File: src/rtl/serial_adder_pkg.sv
// Shared definitions for the bit-serial adder: FSM state encoding and a latency helper.
package serial_adder_pkg;

  typedef enum logic [1:0] {
    ST_IDLE  = 2'd0,
    ST_SHIFT = 2'd1,
    ST_DONE  = 2'd2
  } state_e;

  localparam int unsigned DEFAULT_WIDTH = 8;

  // Edges from the accepting edge until the edge that leaves DONE.
  function automatic int unsigned serial_add_lat(input int unsigned width);
    return width + 1;
  endfunction

endpackage

File: src/rtl/serial_adder_if.sv
// Request/result bundle of the bit-serial adder; master drives operands, slave computes.
interface serial_adder_if #(
  parameter int unsigned WIDTH = 8
) ();

  logic             start;
  logic [WIDTH-1:0] a_in;
  logic [WIDTH-1:0] b_in;
  logic             cin_in;
  logic             busy;
  logic             done;
  logic [WIDTH-1:0] sum_out;
  logic             cout_out;

  modport master (
    output start, a_in, b_in, cin_in,
    input  busy, done, sum_out, cout_out
  );

  modport slave (
    input  start, a_in, b_in, cin_in,
    output busy, done, sum_out, cout_out
  );

endinterface

File: src/rtl/full_adder.sv
// Single-bit full adder cell; count is the carry-out.
module full_adder (
  input  logic a,
  input  logic b,
  input  logic cin,
  output logic sum,
  output logic count
);

  assign sum   = a ^ b ^ cin;
  assign count = (a & b) | (cin & (a ^ b));

endmodule

File: src/rtl/serial_adder.sv
// Bit-serial WIDTH-bit adder: one full_adder cell, LSB first, carry held in a flop.
module serial_adder
  import serial_adder_pkg::*;
#(
  parameter int unsigned WIDTH = DEFAULT_WIDTH
) (
  input logic           clk,
  input logic           rst,
  serial_adder_if.slave bus
);

  localparam int unsigned CntW = $clog2(WIDTH) + 1;
  localparam logic [CntW-1:0] LastCnt = CntW'(WIDTH - 1);

  state_e            state_q, state_d;
  logic [WIDTH-1:0]  a_sr_q, a_sr_d;
  logic [WIDTH-1:0]  b_sr_q, b_sr_d;
  logic [WIDTH-1:0]  res_q, res_d;
  logic [WIDTH-1:0]  sum_q, sum_d;
  logic              carry_q, carry_d;
  logic              cout_q, cout_d;
  logic [CntW-1:0]   cnt_q, cnt_d;
  logic              fa_sum, fa_cout;
  logic [WIDTH-1:0]  res_shift;

  full_adder u_full_adder (
    .a    (a_sr_q[0]),
    .b    (b_sr_q[0]),
    .cin  (carry_q),
    .sum  (fa_sum),
    .count(fa_cout)
  );

  // Sum bits enter at the MSB so the LSB lands at bit 0 after WIDTH shifts.
  if (WIDTH == 1) begin : g_res_w1
    assign res_shift = fa_sum;
  end else begin : g_res_wn
    assign res_shift = {fa_sum, res_q[WIDTH-1:1]};
  end

  always_comb begin
    state_d = state_q;
    a_sr_d  = a_sr_q;
    b_sr_d  = b_sr_q;
    res_d   = res_q;
    sum_d   = sum_q;
    carry_d = carry_q;
    cout_d  = cout_q;
    cnt_d   = cnt_q;
    case (state_q)
      ST_IDLE: begin
        if (bus.start) begin
          state_d = ST_SHIFT;
          a_sr_d  = bus.a_in;
          b_sr_d  = bus.b_in;
          carry_d = bus.cin_in;
          cnt_d   = '0;
        end
      end
      ST_SHIFT: begin
        carry_d = fa_cout;
        a_sr_d  = a_sr_q >> 1;
        b_sr_d  = b_sr_q >> 1;
        res_d   = res_shift;
        cnt_d   = cnt_q + CntW'(1);
        if (cnt_q == LastCnt) begin
          state_d = ST_DONE;
          sum_d   = res_shift;
          cout_d  = fa_cout;
        end
      end
      ST_DONE: state_d = ST_IDLE;
      default: state_d = ST_IDLE;
    endcase
  end

  always_ff @(posedge clk) begin
    if (rst) begin
      state_q <= ST_IDLE;
      a_sr_q  <= '0;
      b_sr_q  <= '0;
      res_q   <= '0;
      sum_q   <= '0;
      carry_q <= 1'b0;
      cout_q  <= 1'b0;
      cnt_q   <= '0;
    end else begin
      state_q <= state_d;
      a_sr_q  <= a_sr_d;
      b_sr_q  <= b_sr_d;
      res_q   <= res_d;
      sum_q   <= sum_d;
      carry_q <= carry_d;
      cout_q  <= cout_d;
      cnt_q   <= cnt_d;
    end
  end

  assign bus.busy     = (state_q == ST_SHIFT);
  assign bus.done     = (state_q == ST_DONE);
  assign bus.sum_out  = sum_q;
  assign bus.cout_out = cout_q;

endmodule

File: src/flat_wrapper.sv
// flat-port wrapper written by rule: the top's interface ports become plain ports
module serial_adder_flat import serial_adder_pkg::*;
#(
  parameter int unsigned WIDTH = DEFAULT_WIDTH
)
  (clk, rst, bus_start, bus_a_in, bus_b_in, bus_cin_in, bus_busy, bus_done, bus_sum_out, bus_cout_out);
  serial_adder_if #(.WIDTH(WIDTH)) bus_i ();
  input logic clk;
  input logic rst;
  input wire logic [$bits(bus_i.start)-1:0] bus_start;
  input wire logic [$bits(bus_i.a_in)-1:0] bus_a_in;
  input wire logic [$bits(bus_i.b_in)-1:0] bus_b_in;
  input wire logic [$bits(bus_i.cin_in)-1:0] bus_cin_in;
  output wire logic [$bits(bus_i.busy)-1:0] bus_busy;
  output wire logic [$bits(bus_i.done)-1:0] bus_done;
  output wire logic [$bits(bus_i.sum_out)-1:0] bus_sum_out;
  output wire logic [$bits(bus_i.cout_out)-1:0] bus_cout_out;
  assign bus_i.start = bus_start;
  assign bus_i.a_in = bus_a_in;
  assign bus_i.b_in = bus_b_in;
  assign bus_i.cin_in = bus_cin_in;
  assign bus_busy = bus_i.busy;
  assign bus_done = bus_i.done;
  assign bus_sum_out = bus_i.sum_out;
  assign bus_cout_out = bus_i.cout_out;
  serial_adder #(.WIDTH(WIDTH)) u_core (.clk(clk), .rst(rst), .bus(bus_i));
endmodule
File: config.mk
export PLATFORM = sky130hd
export DESIGN_NAME = serial_adder_flat
export DESIGN_NICKNAME = d
export VERILOG_FILES = /design/src/rtl/serial_adder_pkg.sv /design/src/rtl/serial_adder_if.sv /design/src/rtl/full_adder.sv /design/src/rtl/serial_adder.sv /design/src/flat_wrapper.sv
export SDC_FILE = /design/constraint.sdc
export NUM_CORES = 1
export LEC_CHECK = 0
export CAP_MARGIN = 30
export CORE_MARGIN = 10
export CORE_UTILIZATION = 50
export CTS_BUF_LIST = sky130_fd_sc_hd__clkbuf_8
export DETAILED_ROUTE_END_ITERATION = 10
export PLACE_DENSITY = 0.77
export RECOVER_POWER = 25
export SYNTH_ARGS = -nofsm -noshare
export SYNTH_HDL_FRONTEND = slang
export SYNTH_HIERARCHICAL = 1
export SYNTH_SLANG_ARGS = --single-unit
File: constraint.sdc
create_clock -name clk -period 1.6 [get_ports clk]
set_input_delay 0.16 -clock clk [delete_from_list [all_inputs] [get_ports clk]]
set_output_delay 0.16 -clock clk [all_outputs]
set_load 0.1 [all_outputs]
# Word-level counts from Yosys, hierarchy flattened
# Index checks and enable logic that the tools add are counted.
# word_totals
ff_bits	40
output_inout_bits	11
input_bits	20
elab_cells	35
# op_classes
eq_ne	5
muxes	11
bitwise	5
add_sub_neg	1
reduce_logical	5
# ops
op	n
8-bit one-hot mux with 2 select lines	2
8-bit two-way mux	2
4-bit one-hot mux with 2 select lines	1
2-bit AND reduction	3
4-bit by 1-bit adder with 4-bit output (second input constant)	1
4-bit by 3-bit == test with 1-bit output (second input constant)	1
2-bit two-way mux	2
4-bit two-way mux	1
2-bit one-hot mux with 2 select lines	1
1-bit AND	2
2-bit by 1-bit == test with 1-bit output (second input constant)	1
2-bit == test (second input constant)	1
2-bit logical NOT	1
2-bit by 1-bit != test with 1-bit output (second input constant)	1
2-bit != test (second input constant)	1
1-bit one-hot mux with 2 select lines	1
2-bit nonzero test	1
1-bit XOR	2
1-bit two-way mux	1
1-bit OR	1

# Logic depth before layout (Yosys ltp)
# logic_depth
depth_word	4
depth_mapped	6
mapped_depth_nobuf	4

# Cells and area by module
# The synthesis kept the hierarchy.
# modules_own_cells
module	area_each_um2	n_inst	seq_area_each_um2	cells_per_inst
serial_adder	1627.8	1	780.7	186
full_adder	20.0	1	0.0	1

# Least setup slack after synthesis
# No wires, ideal clock.
# synth_timing
path_type	register -> output
startpoint	register u_core.state_q[1]
endpoint	output port bus_done
t_arrival_ns	1.968
stages_incl_launch_ff	4
required_time_ns	1.440
path_buffers	1
path_slack_ns	-0.528
cell_sequence	dfxtp_1 inv_1 clkbuf_1 nor2_1
# synth_between
elab_chain_len	1
# synth_lines
element	line_no	text
start, declared	serial_adder.sv:15	state_e state_q, state_d;
start signal, assigned	serial_adder.sv:88	state_q <= state_d;
2-bit == test	serial_adder.sv:100	assign bus.done = (state_q == ST_DONE);
end, declared	flat_wrapper.sv:15	output wire logic [$bits(bus_i.done)-1:0] bus_done;
# Every way passes these cells.

# Worst setup path in the final report
# layout_timing
startpoint	register u_core.state_q[1]
endpoint	output port bus_busy
# layout_between
elab_chain_len	1
# layout_lines
element	line_no	text
2-bit by 1-bit == test with 1-bit output	serial_adder.sv:99	assign bus.busy = (state_q == ST_SHIFT);
end, declared	flat_wrapper.sv:14	output wire logic [$bits(bus_i.busy)-1:0] bus_busy;
# Every way passes these cells.

==> qor.csv <==
stage,metric,value,unit
cts,clock sink total,39,
pwr,Tot Pwr,2.032,mW
pwr,Max VDD drop,0.7694,mV
min_path,hold_sp,u_core/a_sr_q[7]$_SDFFE_PP0P_,
min_path,hold depth,2,
placement,Post-DP HPWL,2.975,mm
timing,Clock Skew,0.003350,ns
worst_setup_path,path length in cells of the critical path,3,
timing,Fmax,664.7,MHz
worst_setup_path,Setup Crit Path Kind,flop to primary output,
min_path,hold crit path type,flop to flop,
worst_setup_path,Reg-to-Reg End,u_core/bus.sum_out[3]$_SDFFE_PP0P_,
pwr,Reg power frac,0.523,
flow_run,max_cap viols,0,
outcome,status,"finished, final reports clean",
finish,diodes inserted,0,
timing,Slew Limit Fails,0,
finish,final layout net count,241,
finish,most frequent cells in the layout,"dfxtp_1 (38), nand2_1 (36), clkdlybuf4s50_1 (19), a21oi_1 (19), nor2_1 (13)",
yosys,syn_nets,209,
timing,slew margin rel.,0.6341,
yosys,Yosys top cell area share,0.4738,
placement,port bufs,30,
grt,initial antenna violation count,0,
min_path,Worst Hold End,u_core/a_sr_q[6]$_SDFFE_PP0P_,
pwr,switching part of the total,0.2738,
cts,H-tree depth,2,
grt,vias in the first global route,1516,
routing,post-route ant nets,0,
worst_setup_path,Setup crit end kind,primary output,
routing,routed vias/inst,5.648,
floorplanning,Die W,77.41,um
pwr,Switch Pwr,556.4,uW
yosys,Yosys reg bits,39,
worst_setup_path,CP startpoint kind,flop,
floorplanning,cell row count,20,
yosys,synthesized area,1648,um2
pwr,P_int,1.476,mW
worst_setup_path,CP max stage cell,dfxtp_2,
yosys,YS warnings,6,
timing,actual slew at the worst max-slew pin,0.5513,ns
worst_setup_path,reg2reg start,u_core/cnt_q[0]$_SDFFE_PP0P_,
worst_setup_path,CP arrival,1.34,ns
timing,fin crit period,1.504,ns
yosys,"Seq/Total Area, Yosys",0.4738,
cts,Root Buffer,clkbuf_8,
timing,# setup viols final,0,
placement,post-place instance area,2125,um2
routing,initial drt markers,153,
finish,"commonest non-fill, non-tap cell in the layout",dfxtp_1,
worst_setup_path,CP peak stage delay,0.40,ns
timing,RSZ-0062 raised after global routing,false,
yosys,largest area contributor in the netlist,dfxtp_1,
worst_setup_path,Reg2Reg Depth,4,
grt,first-pass GRT wire length,7.051,mm
yosys,"top cells by area, synth","dfxtp_1 (47%), nand2_1 (8.2%), a21oi_1 (5.8%)",
pwr,PwrDens,977.8,nW/um2
floorplanning,Core Area,3103,um2
pwr,Leak,0.7611,nW
worst_setup_path,R2R Setup Slk,0.17,ns
finish,area grow syn2layout,26.12,%
pwr,Comb power frac,0.164,
yosys,Syn Inst Count,187,
yosys,Synth Area per Inst,8.812,um2
routing,via count,1491,
finish,FILL cells,277,
routing,drt drc,0,
floorplanning,I/O pins,31,
grt,largest net degree at the start of global routing,21,
floorplanning,Starting Density,0.5310,
cts,clock tree buffer depth,2,
pwr,clock network power share,0.313,
placement,placer's final routability congestion estimate,0.8329,
cts,"Clk Latency, worst-skew pair",0.29,ns
cts,TritonCTS clock tree,done,
worst_setup_path,CP Cell Sequence,"nand2b_4, clkinvlp_4, buf_12",
routing,Routed WL,4.018,mm
yosys,synth unique cells,33,
worst_setup_path,"Req. time, crit path",1.44,ns
grt,GRT Residual Overflow,0,
finish,fin area,2078,um2
cts,Worst-path clk slew,0.07,ns
finish,fraction of layout cells with a size suffix above 1,0.1682,
worst_setup_path,crit path from,u_core/state_q[1]$_SDFFE_PP0P_,
worst_setup_path,worst-path fanout max,11,
routing,routed length per instance,15.22,um
floorplanning,Die ar.,5992,um2
floorplanning,Die Y,77.41,um
cts,total CTS buffers,5,
timing,Fin. Hold Viols,0,
timing,setup TNS,0,ns
worst_setup_path,WP buf/inv,2,
routing,DRT Pass-1 Iters,4,
worst_setup_path,Top delay family on crit path,buffers and inverters,
grt,GRT Overall Usage,0.1386,
timing,final period utilization,0.9403,
worst register-to-register path: stages, from the launching register on:
cell,delay [ns]
dfxtp_1,0.37
ha_1,0.22
nand3b_1,0.18
nor2_4,0.33
mux2i_1,0.25
kinds of logic after synthesis:
family	after synthesis	synth area share
DFF	39	0.4738
AOI/OAI and AO/OA	57	0.2232
buffers and inverters	17	0.05087
adders and majority gates	2	0.01974
muxes	9	0.05467
and+or+nand+nor	63	0.1777
metal layers:
layer | wire [um] | global-route usage | vias to the layer above
met4 | 62 | 0.04380 | 0
li1 | - | - | 723
met2 | 1952 | 0.2416 | 59
met1 | 1775 | 0.1526 | 700
met5 | 0 | 0 | -
met3 | 227 | 0.05184 | 9
Yosys cell counts (all sizes together):
| cell | number |
|---|---|
| dfxtp | 39 |
| nand2 | 36 |
| a21oi | 19 |
| nor2 | 15 |
| o21ai | 12 |
| mux2i | 9 |
| o2bb2ai | 9 |
| buf | 7 |
| clkbuf | 6 |
| inv | 4 |
| a22oi | 3 |
| nand3b | 3 |
| o22ai | 3 |
| a22o | 2 |
| a31o | 2 |
| a31oi | 2 |
| nand2b | 2 |
| nand3 | 2 |
| nor3b | 2 |
| a211oi | 1 |
| a21o | 1 |
| a32oi | 1 |
| fa | 1 |
| ha | 1 |
| nor3 | 1 |
| nor4b | 1 |
| o21ba | 1 |
| o21bai | 1 |
| or3 | 1 |
layout make-up:
type,instances,area [um2],share of cell area
well taps,44,55.05,0.02649
multi-input cells,131,790.8,0.3805
repair buffers,38,347.8,0.1674
clock buffers,5,68.82,0.03311
inverters,4,18.77,0.009031
flip-flops and latches,39,782.0,0.3763
clock inverters,3,15.01,0.007225
sequential cells by signal, summed over array words and instances (netlist names):
register and cells:
u_core/b_sr_q 8, u_core/a_sr_q 8, u_core/bus.cout_out 1, u_core/carry_q 1
u_core/bus.sum_out 8, u_core/cnt_q 4, u_core/state_q 2, u_core/res_q 7
stage by stage:
stage / utilization / hold WS (ns) / worst slack [ns] / std cells
global placement: 0.6847 / 0.4314 / 0.1320 / 256
floorplan: - / 0.2766 / 0.1981 / 187
finish: 0.6698 / 0.4450 / 0.09557 / 264
detailed placement: 0.6847 / 0.4346 / 0.02791 / 256
CTS: 0.7117 / 0.4453 / 0.04054 / 264
global route: 0.6698 / 0.4879 / 0.02373 / 264
how the worst max path moves through the flow:
stage	endpoint	slack, ns
5_1_grt	bus_busy	0.02
3_3_place_gp	u_core/a_sr_q[0]$_SDFFE_PP0P_	0.13
3_5_place_dp	u_core/bus.sum_out[3]$_SDFFE_PP0P_	0.03
6_report	bus_busy	0.1
2_1_floorplan	u_core/cnt_q[0]$_SDFFE_PP0P_	0.20
4_1_cts	bus_busy	0.04
power by group through the flow:
stage / Sequential (mW) / Combinational [mW] / Clock, mW
after detailed placement: 1.08 / 0.328 / 0
after floorplan: 1.07 / 0.219 / 0
after global placement: 1.08 / 0.314 / 0
final: 1.06 / 0.332 / 0.636
after global routing: 1.07 / 0.368 / 0.704
after CTS: 1.06 / 0.330 / 0.649
what timing repair did:
action | CTS | global route
hold buffers | 0 | 0
gates resized for setup | 0 | 2
setup endpoints to repair | 0 | 1
buffers inserted | 0 | 0
(Power assumes the default switching activity.)
